[src/rtl/ps2_pkg.sv]
// rtl/ps2_pkg.sv - shared PS/2 definitions for host transmit and mouse receive paths
package ps2_pkg;

  typedef enum logic [2:0] {
    IDLE,
    INHIBIT,
    REQ,
    SEND,
    ACK,
    RELEASE
  } ps2_state_e;

  // start + 8 data + parity + stop
  localparam int FRAME_BITS = 11;

  // 100 us and 15 ms at 100 MHz
  localparam int DEF_INHIBIT_CYCLES = 10000;
  localparam int DEF_TIMEOUT_CYCLES = 1500000;

  // PS/2 uses odd parity over the data byte
  function automatic logic odd_parity(input logic [7:0] d);
    return ~^d;
  endfunction

endpackage

[src/rtl/ps2_sync.sv]
// rtl/ps2_sync.sv - 2-flop synchronizer with falling-edge detect for one PS/2 line
module ps2_sync
  import ps2_pkg::*;
(
  input  logic clk_i,
  input  logic rst_i,
  input  logic d_i,
  output logic q_o,
  output logic fe_o
);

  logic meta_q;
  logic sync_q;
  logic prev_q;

  // Idle PS/2 lines float high, so reset to 1 to avoid a spurious edge
  always_ff @(posedge clk_i or posedge rst_i) begin
    if (rst_i) begin
      meta_q <= 1'b1;
      sync_q <= 1'b1;
      prev_q <= 1'b1;
    end else begin
      meta_q <= d_i;
      sync_q <= meta_q;
      prev_q <= sync_q;
    end
  end

  assign q_o  = sync_q;
  assign fe_o = prev_q & ~sync_q;

endmodule

[src/rtl/ps2_host_tx.sv]
// rtl/ps2_host_tx.sv - PS/2 host-to-device command byte transmitter
module ps2_host_tx
  import ps2_pkg::*;
#(
  parameter int INHIBIT_CYCLES = DEF_INHIBIT_CYCLES,
  parameter int TIMEOUT_CYCLES = DEF_TIMEOUT_CYCLES
) (
  input  logic       clk,
  input  logic       rst,
  input  logic [7:0] tx_data,
  input  logic       tx_valid,
  output logic       tx_ready,
  input  logic       ps2_clk_in,
  input  logic       ps2_data_in,
  output logic       ps2_clk_oe,
  output logic       ps2_data_oe,
  output logic       busy,
  output logic       done,
  output logic       err
);

  localparam int CNT_MAX = (INHIBIT_CYCLES > TIMEOUT_CYCLES) ? INHIBIT_CYCLES : TIMEOUT_CYCLES;
  localparam int CNT_W   = $clog2(CNT_MAX + 1);
  localparam logic [CNT_W-1:0] INH_LAST = CNT_W'(INHIBIT_CYCLES - 1);
  localparam logic [CNT_W-1:0] TMO_LAST = CNT_W'(TIMEOUT_CYCLES - 1);

  ps2_state_e state_q, state_d;
  logic [CNT_W-1:0]      cnt_q, cnt_d;
  logic [3:0]            bit_cnt_q, bit_cnt_d;
  logic [FRAME_BITS-2:0] shift_q, shift_d;
  logic clk_oe_q, clk_oe_d;
  logic data_oe_q, data_oe_d;
  logic done_q, done_d;
  logic err_q, err_d;
  logic rdy_q;

  logic clk_s, clk_fe;
  logic data_s, data_fe_unused;
  logic accept;

  ps2_sync u_sync_clk (
    .clk_i (clk),
    .rst_i (rst),
    .d_i   (ps2_clk_in),
    .q_o   (clk_s),
    .fe_o  (clk_fe)
  );

  ps2_sync u_sync_data (
    .clk_i (clk),
    .rst_i (rst),
    .d_i   (ps2_data_in),
    .q_o   (data_s),
    .fe_o  (data_fe_unused)
  );

  assign tx_ready    = rdy_q && (state_q == IDLE);
  assign accept      = tx_valid && tx_ready;
  assign busy        = (state_q != IDLE);
  assign ps2_clk_oe  = clk_oe_q;
  assign ps2_data_oe = data_oe_q;
  assign done        = done_q;
  assign err         = err_q;

  // State and registered outputs; reset drops both lines asynchronously
  always_ff @(posedge clk or posedge rst) begin
    if (rst) begin
      state_q   <= IDLE;
      cnt_q     <= '0;
      bit_cnt_q <= '0;
      shift_q   <= '0;
      clk_oe_q  <= 1'b0;
      data_oe_q <= 1'b0;
      done_q    <= 1'b0;
      err_q     <= 1'b0;
      rdy_q     <= 1'b0;
    end else begin
      state_q   <= state_d;
      cnt_q     <= cnt_d;
      bit_cnt_q <= bit_cnt_d;
      shift_q   <= shift_d;
      clk_oe_q  <= clk_oe_d;
      data_oe_q <= data_oe_d;
      done_q    <= done_d;
      err_q     <= err_d;
      rdy_q     <= 1'b1;
    end
  end

  // Next-state logic: inhibit, request-to-send, shift out, check ACK, wait for bus release
  always_comb begin
    state_d   = state_q;
    cnt_d     = cnt_q;
    bit_cnt_d = bit_cnt_q;
    shift_d   = shift_q;
    clk_oe_d  = clk_oe_q;
    data_oe_d = data_oe_q;
    done_d    = 1'b0;
    err_d     = 1'b0;
    case (state_q)
      IDLE: begin
        clk_oe_d  = 1'b0;
        data_oe_d = 1'b0;
        if (accept) begin
          state_d   = INHIBIT;
          clk_oe_d  = 1'b1;
          cnt_d     = '0;
          bit_cnt_d = '0;
          shift_d   = {1'b1, odd_parity(tx_data), tx_data};
        end
      end
      INHIBIT: begin
        if (cnt_q == INH_LAST) begin
          state_d   = REQ;
          data_oe_d = 1'b1;
          cnt_d     = '0;
        end else begin
          cnt_d = cnt_q + 1'b1;
        end
      end
      REQ: begin
        // release clock, keep start bit on data; device now owns the clock
        state_d  = SEND;
        clk_oe_d = 1'b0;
        cnt_d    = '0;
      end
      SEND, ACK, RELEASE: begin
        // one counter serves as the edge-to-edge watchdog for all device-clocked states
        cnt_d = clk_fe ? '0 : cnt_q + 1'b1;
        if (state_q == SEND && clk_fe) begin
          if (bit_cnt_q == 4'd9) begin
            data_oe_d = 1'b0;
            state_d   = ACK;
          end else begin
            data_oe_d = ~shift_q[0];
            shift_d   = shift_q >> 1;
            bit_cnt_d = bit_cnt_q + 4'd1;
          end
        end else if (state_q == ACK && clk_fe) begin
          if (!data_s) begin
            state_d = RELEASE;
          end else begin
            err_d   = 1'b1;
            state_d = IDLE;
          end
        end else if (state_q == RELEASE && clk_s && data_s) begin
          done_d  = 1'b1;
          state_d = IDLE;
        end else if (!clk_fe && cnt_q == TMO_LAST) begin
          err_d     = 1'b1;
          clk_oe_d  = 1'b0;
          data_oe_d = 1'b0;
          state_d   = IDLE;
        end
      end
      default: begin
        state_d   = IDLE;
        clk_oe_d  = 1'b0;
        data_oe_d = 1'b0;
      end
    endcase
  end

endmodule

[config.mk]
export PLATFORM = sky130hd
export DESIGN_NAME = ps2_host_tx
export DESIGN_NICKNAME = d
export VERILOG_FILES = /design/src/rtl/ps2_pkg.sv /design/src/rtl/ps2_sync.sv /design/src/rtl/ps2_host_tx.sv
export SDC_FILE = /design/constraint.sdc
export NUM_CORES = 1
export LEC_CHECK = 0
export BUFFER_PORTS_ARGS = -buffer_cell sky130_fd_sc_hd__buf_2
export CAP_MARGIN = 20
export CORE_AREA = 2 2 99 53
export DETAILED_ROUTE_END_ITERATION = 10
export DIE_AREA = 0 0 101 55
export PLACE_DENSITY = 0.76
export SYNTH_ARGS = -nofsm -noshare
export SYNTH_HDL_FRONTEND = slang
export SYNTH_SLANG_ARGS = --single-unit
export TNS_END_PERCENT = 10
[constraint.sdc]
create_clock -name clk -period 2.3 [get_ports clk]
set_clock_uncertainty 0.1 [all_clocks]
set_input_delay 0.23 -clock clk [delete_from_list [all_inputs] [get_ports clk]]
set_output_delay 0.23 -clock clk [all_outputs]
set_load 0.005 [all_outputs]
Word level (Yosys, flattened, before mapping)
Cells that the tools add are included.

storage, ports and cells
  register bits = 48
  input bits = 13
  output and inout bits = 6
  word-level logic and storage cells = 102

cells by class
  $add $sub $neg = 2
  equality and inequality tests = 21
  muxes and demuxes = 41
  bitwise operators = 5
  reduce and logical (&&, ||, !) cells = 19

operators by type and width
  operator                                         number
  one-hot mux 21 bit (4 select lines)              1
  2-to-1 mux 21 bit                                3
  2-to-1 mux 10 bit                                3
  2-to-1 mux 3 bit                                 8
  adder 21 x 1 -> 21 bit, second input constant    1
  == test 21 x 14 -> 1 bit, second input constant  1
  == test 21 bit, second input constant            1
  one-hot mux 10 bit (2 select lines)              1
  2-to-1 mux 1 bit                                 18
  inequality test 2 bit, second input constant     8
  2-to-1 mux 4 bit                                 3
  inequality test 3 bit, second input constant     4
  one-hot mux 3 bit (4 select lines)               1
  AND reduction 5 bit                              2
  one-hot mux 4 bit (2 select lines)               1
  AND reduction 4 bit                              2
  XNOR reduction 8 bit                             1
  logical AND 1 bit                                7
  == test 3 x 2 -> 1 bit, second input constant    2
  == test 3 bit, second input constant             2
  one-hot mux 1 bit (3 select lines)               2
  inequality test 5 bit, second input constant     1
  adder 4 x 1 -> 4 bit, second input constant      1
  == test 4 bit, second input constant             1
  other kinds (10)                                 13

Depth between registers and ports, before layout
Gate-level depths: netlist of run 1.

  depth after elaboration = 9
  mapped depth = 9
  mapped depth without buffers = 7

Modules after synthesis
A second synthesis of run 1 with hierarchy kept.

second synthesis, totals
  cell total of the unflattened synthesis = 261
  area total of the unflattened synthesis = 2615.0 sq um

modules (own cells, without submodules)
  module       instances  cells an instance  area an instance (sq um)  seq. area each (sq um)
  ps2_host_tx  1          251                2422.3                    1076.0
  ps2_sync     2          5                  96.3                      78.8

Worst setup path after synthesis of run 1
OpenSTA, ideal clock, no wires.

  kind = register -> register
  from = reg cnt_q[0]
  to = reg cnt_q[15]
  setup time = 0.068 ns
  arrival = 1.887 ns
  data required time = 2.132 ns
  slack = 0.245 ns
  stages on the path, launching flop included = 9
  buffers on the path = 2
  clock period less this slack = 2.055 ns
  cell sequence = dfrtp_1 > ha_1 > and3_1 > buf_2 > a41o_1 > and3_4 > buf_6 > or3_1 > nand3_1

between the ends
  cells in the longest elaborated chain, start to end = 3
  elaborated cells between the ends (all ways) = 5
  those cells by class = add/sub (1); eq/ne (1); mux (3)

ends and longest elaborated chain
  what                                                                RTL line                                                    RTL
  from (decl)                                                         ps2_host_tx.sv:28                                           logic [CNT_W-1:0] cnt_q, cnt_d;
  from (signal assigned)                                              ps2_host_tx.sv:79                                           cnt_q <= cnt_d;
  adder 21 x 1 -> 21 bit or == test 21 x 14 -> 1 bit (tied branches)  ps2_host_tx.sv:118, ps2_host_tx.sv:129, ps2_host_tx.sv:113
  2-to-1 mux 21 bit, on equally long branches                         ps2_host_tx.sv:129, ps2_host_tx.sv:113
  one-hot mux 21 bit (4 select lines) (*)                             ps2_host_tx.sv:100                                          case (state_q)

Mark *: on every way between the ends. The rest lies on a longest branch, timed or not.
A chain may end at the register's enable or synchronous reset.

Worst setup path after layout of run 1
  from = reg cnt_q[7]
  to = reg state_q[0]

between the ends
  cells in the longest elaborated chain, start to end = 4
  elaborated cells between the ends (all ways) = 6
  those cells by class = eq/ne (4); reduce/logical (2)

ends and longest elaborated chain
  what                                      RTL line            RTL
  == test 21 bit                            ps2_host_tx.sv:149  end else if (!clk_fe && cnt_q == TMO_LAST) begin
  logical AND 1 bit                         ps2_host_tx.sv:149
  inequality test 5 bit (no source line)    -
  AND reduction 4 bit (no source line) (*)  -
  to (signal assigned)                      ps2_host_tx.sv:78   state_q <= state_d;
  to (decl)                                 ps2_host_tx.sv:27   ps2_state_e state_q, state_d;

Marks and branches as above.

==> results of run 1 <==
[worst reg2reg max path, stage by stage, from the launching register on]
cell and delay, ns:
dfrtp_1 0.47, nor4_1 0.39, nand4_1 0.25, nor4_4 0.39, o211ai_1 0.17, mux2_2 0.31
[power breakdown]
part           switching (mW)  total [mW]  internal, mW
combinational           0.929        1.67         0.740
clock                   0.296       0.731         0.435
sequential              0.268        1.36          1.09
[layout by cell type, fill, tap and decap left out, types with 5 or more instances in the layout]
| cell type | Yosys | final |
|---|---|---|
| nand4_1 | 6 | 6 |
| and3_1 | 5 | 5 |
| a21oi_1 | 19 | 19 |
| inv_1 | 11 | 10 |
| nand3_1 | 24 | 24 |
| dfstp_2 | 5 | 5 |
| a31oi_1 | 5 | 5 |
| a22o_1 | 8 | 8 |
| buf_2 | 8 | 18 |
| dfrtp_1 | 43 | 43 |
| clkbuf_8 | 0 | 5 |
| nor2_1 | 22 | 22 |
| buf_4 | 0 | 16 |
| a21o_1 | 8 | 8 |
| nand2_1 | 18 | 18 |
| o21ai_0 | 20 | 20 |
| xnor2_1 | 9 | 9 |
| mux2i_1 | 13 | 13 |
| or3_1 | 6 | 6 |
[area by class of cell]
type	count	area [µm²]
Clock buffer	6	72.57
Clock inverter	2	60.06
Fill cell	391	1693
Inverter	11	41.29
Multi-Input combinational cell	213	1340
Sequential cell	48	1207
Tap cell	60	75.07
Timing Repair Buffer	37	240.2
[routing by layer]
metal	routed length (µm)	vias to the layer above
met5	0	-
met4	53	0
met3	554	7
met2	2579	84
met1	3163	1116
li1	-	1091
[sequential cells by signal, indices dropped and copies added (netlist names), 3 cells and up]
signal     count
shift_q       10
state_q        3
cnt_q         21
bit_cnt_q      4
[cells by family (layout without fill, tap and decap cells)]
family	Yosys count	in the layout
compound gates	73	73
xor+xnor	11	11
buf+inv	25	56
flops	48	48
fa+ha+maj	3	3
other cells	1	1
mux	14	14
simple gates	111	111
[worst max-delay path by stage]
stage | to | start
floorplan | cnt_q[15]$_DFFE_PP0P_ | cnt_q[0]$_DFFE_PP0P_
global placement | state_q[0]$_DFFE_PP0P_ | cnt_q[5]$_DFFE_PP0P_
detailed placement | state_q[0]$_DFFE_PP0P_ | cnt_q[5]$_DFFE_PP0P_
CTS | state_q[0]$_DFFE_PP0P_ | cnt_q[5]$_DFFE_PP0P_
global route | state_q[0]$_DFFE_PP0P_ | cnt_q[7]$_DFFE_PP0P_
finish | state_q[0]$_DFFE_PP0P_ | cnt_q[7]$_DFFE_PP0P_
[what timing repair did]
action                                 in CTS  in global routing
hold buffers                                3                  0
buffers inserted                            0                  0
setup endpoints to repair                   0                  4
endpoints found under the hold margin      20                  0
==> flow_summary.toml, run 1 <==
[worst_hold_path]
hold_class = "in -> reg"
hold_start = "tx_data[7]"
whs_endpoint = "shift_q[7]$_DFFE_PP0P_"
whs_path_depth = 3

[setup_path]
worstPathRequired_ns = 2.40
worst-path-max-fanout = 7
cp_top_family = "simple AND/OR/NAND/NOR gates"
start_kind = "flip-flop"
r2r_cells = 5
crit_slowest_cell = "dfrtp_1"
crit_type = "reg -> reg"
crit_arrival_ns = 2.29
critPathBufInv = 0
path_cells = "nor4_1 -> nand4_1 -> nor4_4 -> o211ai_1 -> mux2_2"
max_stage_delay_ns = 0.47
cp_num_cells = 5
end_kind = "flip-flop"
reg2reg_from = "cnt_q[7]$_DFFE_PP0P_"
rr_endpoint = "state_q[0]$_DFFE_PP0P_"
reg2reg_slack_ns = 0.11

[timing]
setup_viol = 0
drv_slew = 0
period_share_pct = 95.15
finalHoldViolations = 0
setup-tns-final_ns = 0
rsz0062_at_grt = "no"
max_freq_ghz = 0.4569
tightest_slew_ns = 0.6105
worst_hold_slack_ns = 0.1502
finalWorstSetupSlack_ns = 0.1115
finalCriticalPeriod_ns = 2.189
max-slew-margin-rel_pct = 59.30

[yosys]
ys_warn_count = 0
synth-simple-area-share_pct = 22.40
yosysMostFrequentCell = "dfrtp_1"
synth_top_family_by_area = "simple AND/OR/NAND/NOR gates"
synth_top_area_share_pct = 40.47
yosys.area_share.xor_xnor_pct = 3.624
synth_top_cell_by_area = "dfrtp_1"
syn_nets = 302
yosysSeqAreaShare_pct = 45.41
synth_cell_type_count = 48
synthFlopType = "dfrtp_1"
netlist_top_cells_area = "dfrtp_1 (40%), dfstp_2 (4.9%), mux2i_1 (4.9%)"
synth_compound_area_share_pct = 17.51
muxShareOfSynthArea_pct = 5.318
synth-edff-count = 0
synthAdderAreaFrac_pct = 1.412
synthTopCellsByCount = "dfrtp_1 (43), nand3_1 (24), nor2_1 (22), o21ai_0 (20), a21oi_1 (19)"
synth_area_mm2 = 0.002659
syn-instance-count = 286
async_flop_share_pct = 100.0
syn_avg_cell_area_um2 = 9.297
synth_seq_cells = 48

[clock_tree]
htreeDepth = 2
cts-buffers-inserted = 5
cts_resized = 0
root_buffer = "clkbuf_8"
clockBufferDepth = 2
clk_pin_slew_worst_paths_ns = 0.10
cts_num_sinks = 48
tritoncts = "yes"
insertion_delay_ns = 0.30

[floorplanning]
fp-row-count = 18
io_pins = 19
die_area_mm2 = 0.005555
initial_core_util_pct = 56.22
die_y_um = 55
core_area_mm2 = 0.004730
die_x_um = 101

[route]
post-route-drc-count = 0
wire_per_inst_um = 16.85
vias = 2298
drt-pass1-iter-count = 4
via_per_inst = 6.095
detail_route.iter0.violations = 245
detail-route-antenna-nets = 0
wl_um = 6351

[global_route]
grtUsageMet2_pct = 32.44
top_usage_layer = "met1"
grt_max_degree = 49
grt_use_met1_pct = 38.70
antenna_found_initial = 0
use_met3_pct = 7.538
grt_usage_pct = 24.85
overflow = 0
grt_pass1_vias = 2003
grt_pass1_wl_um = 10320

[placement]
gp_congestion = 0.8767
dp_hpwl_um = 4549
dpl_cell_area_mm2 = 0.002874
dp_cells = 366
place.port_buffers = 18
dp_slack_ns = 0.09053

[power]
finalPower_mw = 3.763
power.density_mw_per_mm2 = 1239
p_leak_nw = 1.382
ir_drop_mv = 0.7167

[layout]
area_delta_synth_final_pct = 14.21
fin_area_mm2 = 0.003037
post-route-util_pct = 64.21
fin_nets = 332
stdcell_count = 377
drive_above_1_share_pct = 16.09
n_antenna_cell = 0

[flow_run]
maxCapViolations = 0

[status]
outcome = "complete, no violations"
No activity file was read; power rests on OpenSTA's default activity.
==> run 2, diff against run 1 <==
CORE_AREA = 2 2 98 53   (was 2 2 99 53)
DIE_AREA = 0 0 100 55   (was 0 0 101 55)
SYNTH_HIERARCHICAL = 1   (was unset)
==> flow_summary.toml, run 2 <==
[status]
outcome = "complete, no violations"

[route]
wire_per_inst_um = 15.99
detail_route.iter0.violations = 135
detail-route-antenna-nets = 0
wl_um = 5758
via_per_inst = 5.669
drt-pass1-iter-count = 4
post-route-drc-count = 0
vias = 2041

[clock_tree]
root_buffer = "clkbuf_8"
clk_pin_slew_worst_paths_ns = 0.09
htreeDepth = 2
cts-buffers-inserted = 5
tritoncts = "yes"
cts_num_sinks = 48
insertion_delay_ns = 0.30
clockBufferDepth = 2

[global_route]
antenna_found_initial = 0
grt_pass1_wl_um = 9397
grt_pass1_vias = 1865
grt_max_degree = 44
overflow = 0
grt_usage_pct = 22.67

[timing]
setup-tns-final_ns = 0
drv_slew = 0
finalHoldViolations = 0
period_share_pct = 99.28
tightest_slew_ns = 0.5640
finalCriticalPeriod_ns = 2.283
worst_hold_slack_ns = 0.1473
max_freq_ghz = 0.4379
rsz0062_at_grt = "yes"
setup_viol = 0
max-slew-margin-rel_pct = 61.43

[layout]
area_delta_synth_final_pct = 17.35
final_cell_mix = "dfrtp_1 (43), nor2_1 (30), nand2_1 (28)"
reg_top3 = "cnt_q: 21 flops, shift_q: 10 flops, bit_cnt_q: 4 flops"
n_antenna_cell = 0
fin_area_mm2 = 0.003022
regMostFlops = "cnt_q"
stdcell_count = 360
nFillCells = 382
drive_above_1_share_pct = 21.67
layout_commonest_cell = "dfrtp_1"
fin_nets = 315
largest_reg_flops = 21

[flow_run]
maxCapViolations = 0

[power]
p_int_mw = 1.827
seq_power_share_pct = 41.0
swShare_pct = 35.04
finalPower_mw = 2.813
p_leak_nw = 1.372
combPwrFrac_pct = 37.5
power.density_mw_per_mm2 = 931.0
switchingPower_uw = 985.8
ir_drop_mv = 0.5459
clockPowerShare_pct = 21.4

[floorplanning]
die_y_um = 55
core_area_mm2 = 0.004684
die_area_mm2 = 0.005500
fp-row-count = 18
die_x_um = 100
io_pins = 19
initial_core_util_pct = 54.97

[setup_path]
critPathBufInv = 1
crit_slowest_cell = "or4bb_4"
max_stage_delay_ns = 0.54
crit_type = "reg -> reg"
end_kind = "flip-flop"
crit_arrival_ns = 2.37
worst-path-max-fanout = 4
worstPathRequired_ns = 2.39
path_cells = "ha_4 -> or4bb_4 -> nor4_4 -> buf_4 -> a22o_1 -> o211ai_1 -> mux2_1"
start_kind = "flip-flop"
cp_top_family = "simple AND/OR/NAND/NOR gates"

[placement]
dpl_cell_area_mm2 = 0.002858
dp_hpwl_um = 4229
place.port_buffers = 18
gp_congestion = 0.8614
dp_cells = 348

[worst_hold_path]
hold_class = "in -> reg"

[yosys]
syn-instance-count = 259
syn_nets = 275
syn_avg_cell_area_um2 = 9.942
ys_warn_count = 6
synth_area_mm2 = 0.002575
==> run 2: timing repair <==
item	in CTS	in global routing
resized for setup	2	2
endpoints found under the setup margin	2	23
endpoints found under the hold margin	7	0
hold buffers	3	0
buffers inserted	0	1
gates cloned	0	0
==> run 2: metrics by stage <==
step / setup WS (ns) / utilization [%]
finish: 0.01661 / 64.50
CTS: 0.002680 / 64.05
detailed placement: -0.01026 / 61.00
global placement: 0.07033 / 61.00
global route: -0.05244 / 64.50
floorplan: 0.09467 / -
==> run 2: path summary, 6_finish.rpt <==
check	cells after the start	start	endpoint	slack (ns)
setup / recovery	7	cnt_q[0]$_DFFE_PP0P_	ps2_data_oe$_DFFE_PP0P_	0.02
hold / removal	3	tx_data[2]	shift_q[2]$_DFFE_PP0P_	0.15
setup reg to reg	7	cnt_q[0]$_DFFE_PP0P_	ps2_data_oe$_DFFE_PP0P_	0.02
hold reg to reg	0	u_sync_data/meta_q$_DFF_PP1_	u_sync_data/q_o$_DFF_PP1_	0.26
max in group asynchronous	4	rst	err$_DFF_PP0_	1.18
min in group asynchronous	3	rst	u_sync_data/meta_q$_DFF_PP1_	0.42
==> run 2: power groups by stage <==
| stage | logic [mW] | registers, mW | clock network (mW) |
|---|---|---|---|
| global placement | 0.993 | 1.15 | 0 |
| CTS | 1.04 | 1.14 | 0.617 |
| global route | 1.17 | 1.18 | 0.647 |
| detailed placement | 1.03 | 1.16 | 0 |
| finish | 1.06 | 1.15 | 0.602 |
| floorplan | 0.736 | 1.13 | 0 |
==> run 2: routing by layer <==
layer  up-vias  wire, µm  track usage (%)
met5         -         0                0
met1       974      3101            36.18
li1        987         -                -
met3         4       450            4.523
met4         0        29            3.425
met2        76      2176            31.87
==> run 2: final cells by class <==
type / count / area [µm²] / share of cell area, %
multi-input cells: 194 / 1304 / 43.15
flip-flops and latches: 48 / 1207 / 39.96
repair buffers: 44 / 305.3 / 10.10
well taps: 60 / 75.07 / 2.484
clock buffers: 6 / 72.57 / 2.402
clock inverters: 2 / 35.03 / 1.159
inverters: 6 / 22.52 / 0.7453
==> run 2: worst reg2reg max path, cell delays in order, from the launching register on <==
cell      delay [ns]
dfrtp_1         0.43
ha_4            0.18
or4bb_4         0.54
nor4_4          0.17
buf_4           0.17
a22o_1          0.18
o211ai_1        0.10
mux2_1          0.31
==> run 3, diff against run 2 <==
CTS_BUF_LIST = sky130_fd_sc_hd__clkbuf_16   (was unset)
==> flow_summary.toml, run 3 (synthesis gave the netlist of run 2 again) <==
[route]
post-route-drc-count = 0
wl_um = 6044
wire_per_inst_um = 16.74
detail_route.iter0.violations = 154
drt-pass1-iter-count = 4
via_per_inst = 5.673
vias = 2048
detail-route-antenna-nets = 0

[global_route]
grt_max_degree = 44
grt_pass1_vias = 1869
grt_usage_pct = 23.44
overflow = 0
antenna_found_initial = 0
grt_pass1_wl_um = 9618

[timing]
finalWorstSetupSlack_ns = 0.01026
setup_viol = 0
drv_slew = 0
rsz0062_at_grt = "yes"
setup-tns-final_ns = 0
finalCriticalPeriod_ns = 2.290
finalHoldViolations = 0
period_share_pct = 99.55
max-slew-margin-rel_pct = 60.81
tightest_slew_ns = 0.5730
max_freq_ghz = 0.4367

[setup_path]
max_stage_delay_ns = 0.54
start_kind = "flip-flop"
end_kind = "flip-flop"
crit_type = "reg -> reg"
crit_arrival_ns = 2.36
path_cells = "ha_4 -> or4bb_4 -> nor4_4 -> buf_4 -> a22o_1 -> o211ai_1 -> mux2_1"
worst-path-max-fanout = 4
crit_slowest_cell = "or4bb_4"
worstPathRequired_ns = 2.37

[layout]
nFillCells = 372
final_cell_mix = "dfrtp_1 (43), nor2_1 (30), nand2_1 (28)"
multiInputGateArea_mm2 = 0.001309
layout_commonest_cell = "dfrtp_1"
n_antenna_cell = 0
regMostFlops = "cnt_q"
regArea_mm2 = 0.001207
fin_nets = 316
drive_above_1_share_pct = 22.26
largest_reg_flops = 21
reg_top3 = "cnt_q: 21 flops, shift_q: 10 flops, bit_cnt_q: 4 flops"
area_delta_synth_final_pct = 20.02

[clock_tree]
tritoncts = "yes"
root_buffer = "clkbuf_16"
cts-buffers-inserted = 5
htreeDepth = 2
clockBufferDepth = 2
cts_num_sinks = 48
insertion_delay_ns = 0.28
clk_pin_slew_worst_paths_ns = 0.06

[floorplanning]
die_y_um = 55
die_area_mm2 = 0.005500
io_pins = 19
core_area_mm2 = 0.004684
initial_core_util_pct = 54.97
fp-row-count = 18
die_x_um = 100

[flow_run]
maxCapViolations = 0

[placement]
dp_hpwl_um = 4229
dp_slack_ns = -0.01026
gp_congestion = 0.8614
place.port_buffers = 18

[power]
ir_drop_mv = 0.5184
p_leak_nw = 1.407
power.density_mw_per_mm2 = 984.8

[worst_hold_path]
hold_class = "in -> reg"

[status]
outcome = "complete, no violations"
run 3: cell count changes in the layout (fill, tap and decap cells not counted), sizes merged:
cell    before  now
buf         41   42
clkbuf       6    5
inv          5    6
run 3: layer usage:
layer / wire (µm) / vias to the layer above / track usage [%]
li1: - / 985 / -
met1: 3158 / 993 / 36.79
met2: 2399 / 66 / 33.11
met3: 441 / 4 / 5.025
met4: 44 / 0 / 4.338
met5: 0 / - / 0
run 3: worst max-delay path: cells and delay by family, from the launching register on:
kind	cells	cell delay, ns
flip-flops	1	0.43
multiplexers	1	0.31
AO/OA/AOI/OAI	2	0.27
buffers and inverters	1	0.17
AND/OR/NAND/NOR	2	0.71
adder cells (fa/ha/maj)	1	0.18
run 3: final timing paths:
check	startpoint	endpoint	slack (ns)	depth (start not counted)
worst max register to register	cnt_q[0]$_DFFE_PP0P_	ps2_data_oe$_DFFE_PP0P_	0.01	7
min in group asynchronous	rst	u_sync_data/meta_q$_DFF_PP1_	0.45	3
worst min register to register	u_sync_data/meta_q$_DFF_PP1_	u_sync_data/q_o$_DFF_PP1_	0.25	0
max in group asynchronous	rst	state_q[1]$_DFFE_PP0P_	1.14	4
worst min-delay path	tx_data[2]	shift_q[2]$_DFFE_PP0P_	0.16	3
worst max-delay path	cnt_q[0]$_DFFE_PP0P_	ps2_data_oe$_DFFE_PP0P_	0.01	7
run 3: timing repair:
| action | CTS | global route |
|---|---|---|
| gates resized for setup | 2 | 3 |
| endpoints found under the hold margin | 7 | 0 |
| setup buffers | 1 | 1 |
| pin swaps | 1 | 1 |
| setup endpoints to repair | 15 | 21 |
| hold buffers | 3 | 0 |
run 3: final cells by class:
class,count,area share [%]
clock buffer,5,4.049
clock inverter,3,1.255
inverter,6,0.7287
multi-input combinational,194,42.35
sequential,48,39.07
tap,60,2.429
timing repair buffer,45,10.12
run 3: through the flow:
stage	power (mW)	instance area, µm²	std cells	util (%)	hold slack, ns
2_1_floorplan	1.861	2575	259	-	0.04150
3_3_place_gp	2.140	2858	348	61.00	0.1775
3_5_place_dp	2.183	2858	348	61.00	0.1884
4_1_cts	3.018	3064	360	65.41	0.1620
5_1_grt	3.212	3090	361	65.97	0.1763
6_report	3.043	3090	361	65.97	0.1642
run 3: report_power, final:
group	switching (mW)	total, mW	internal [mW]
registers	0.143	1.16	1.02
logic	0.574	1.07	0.496
clock network	0.308	0.815	0.507
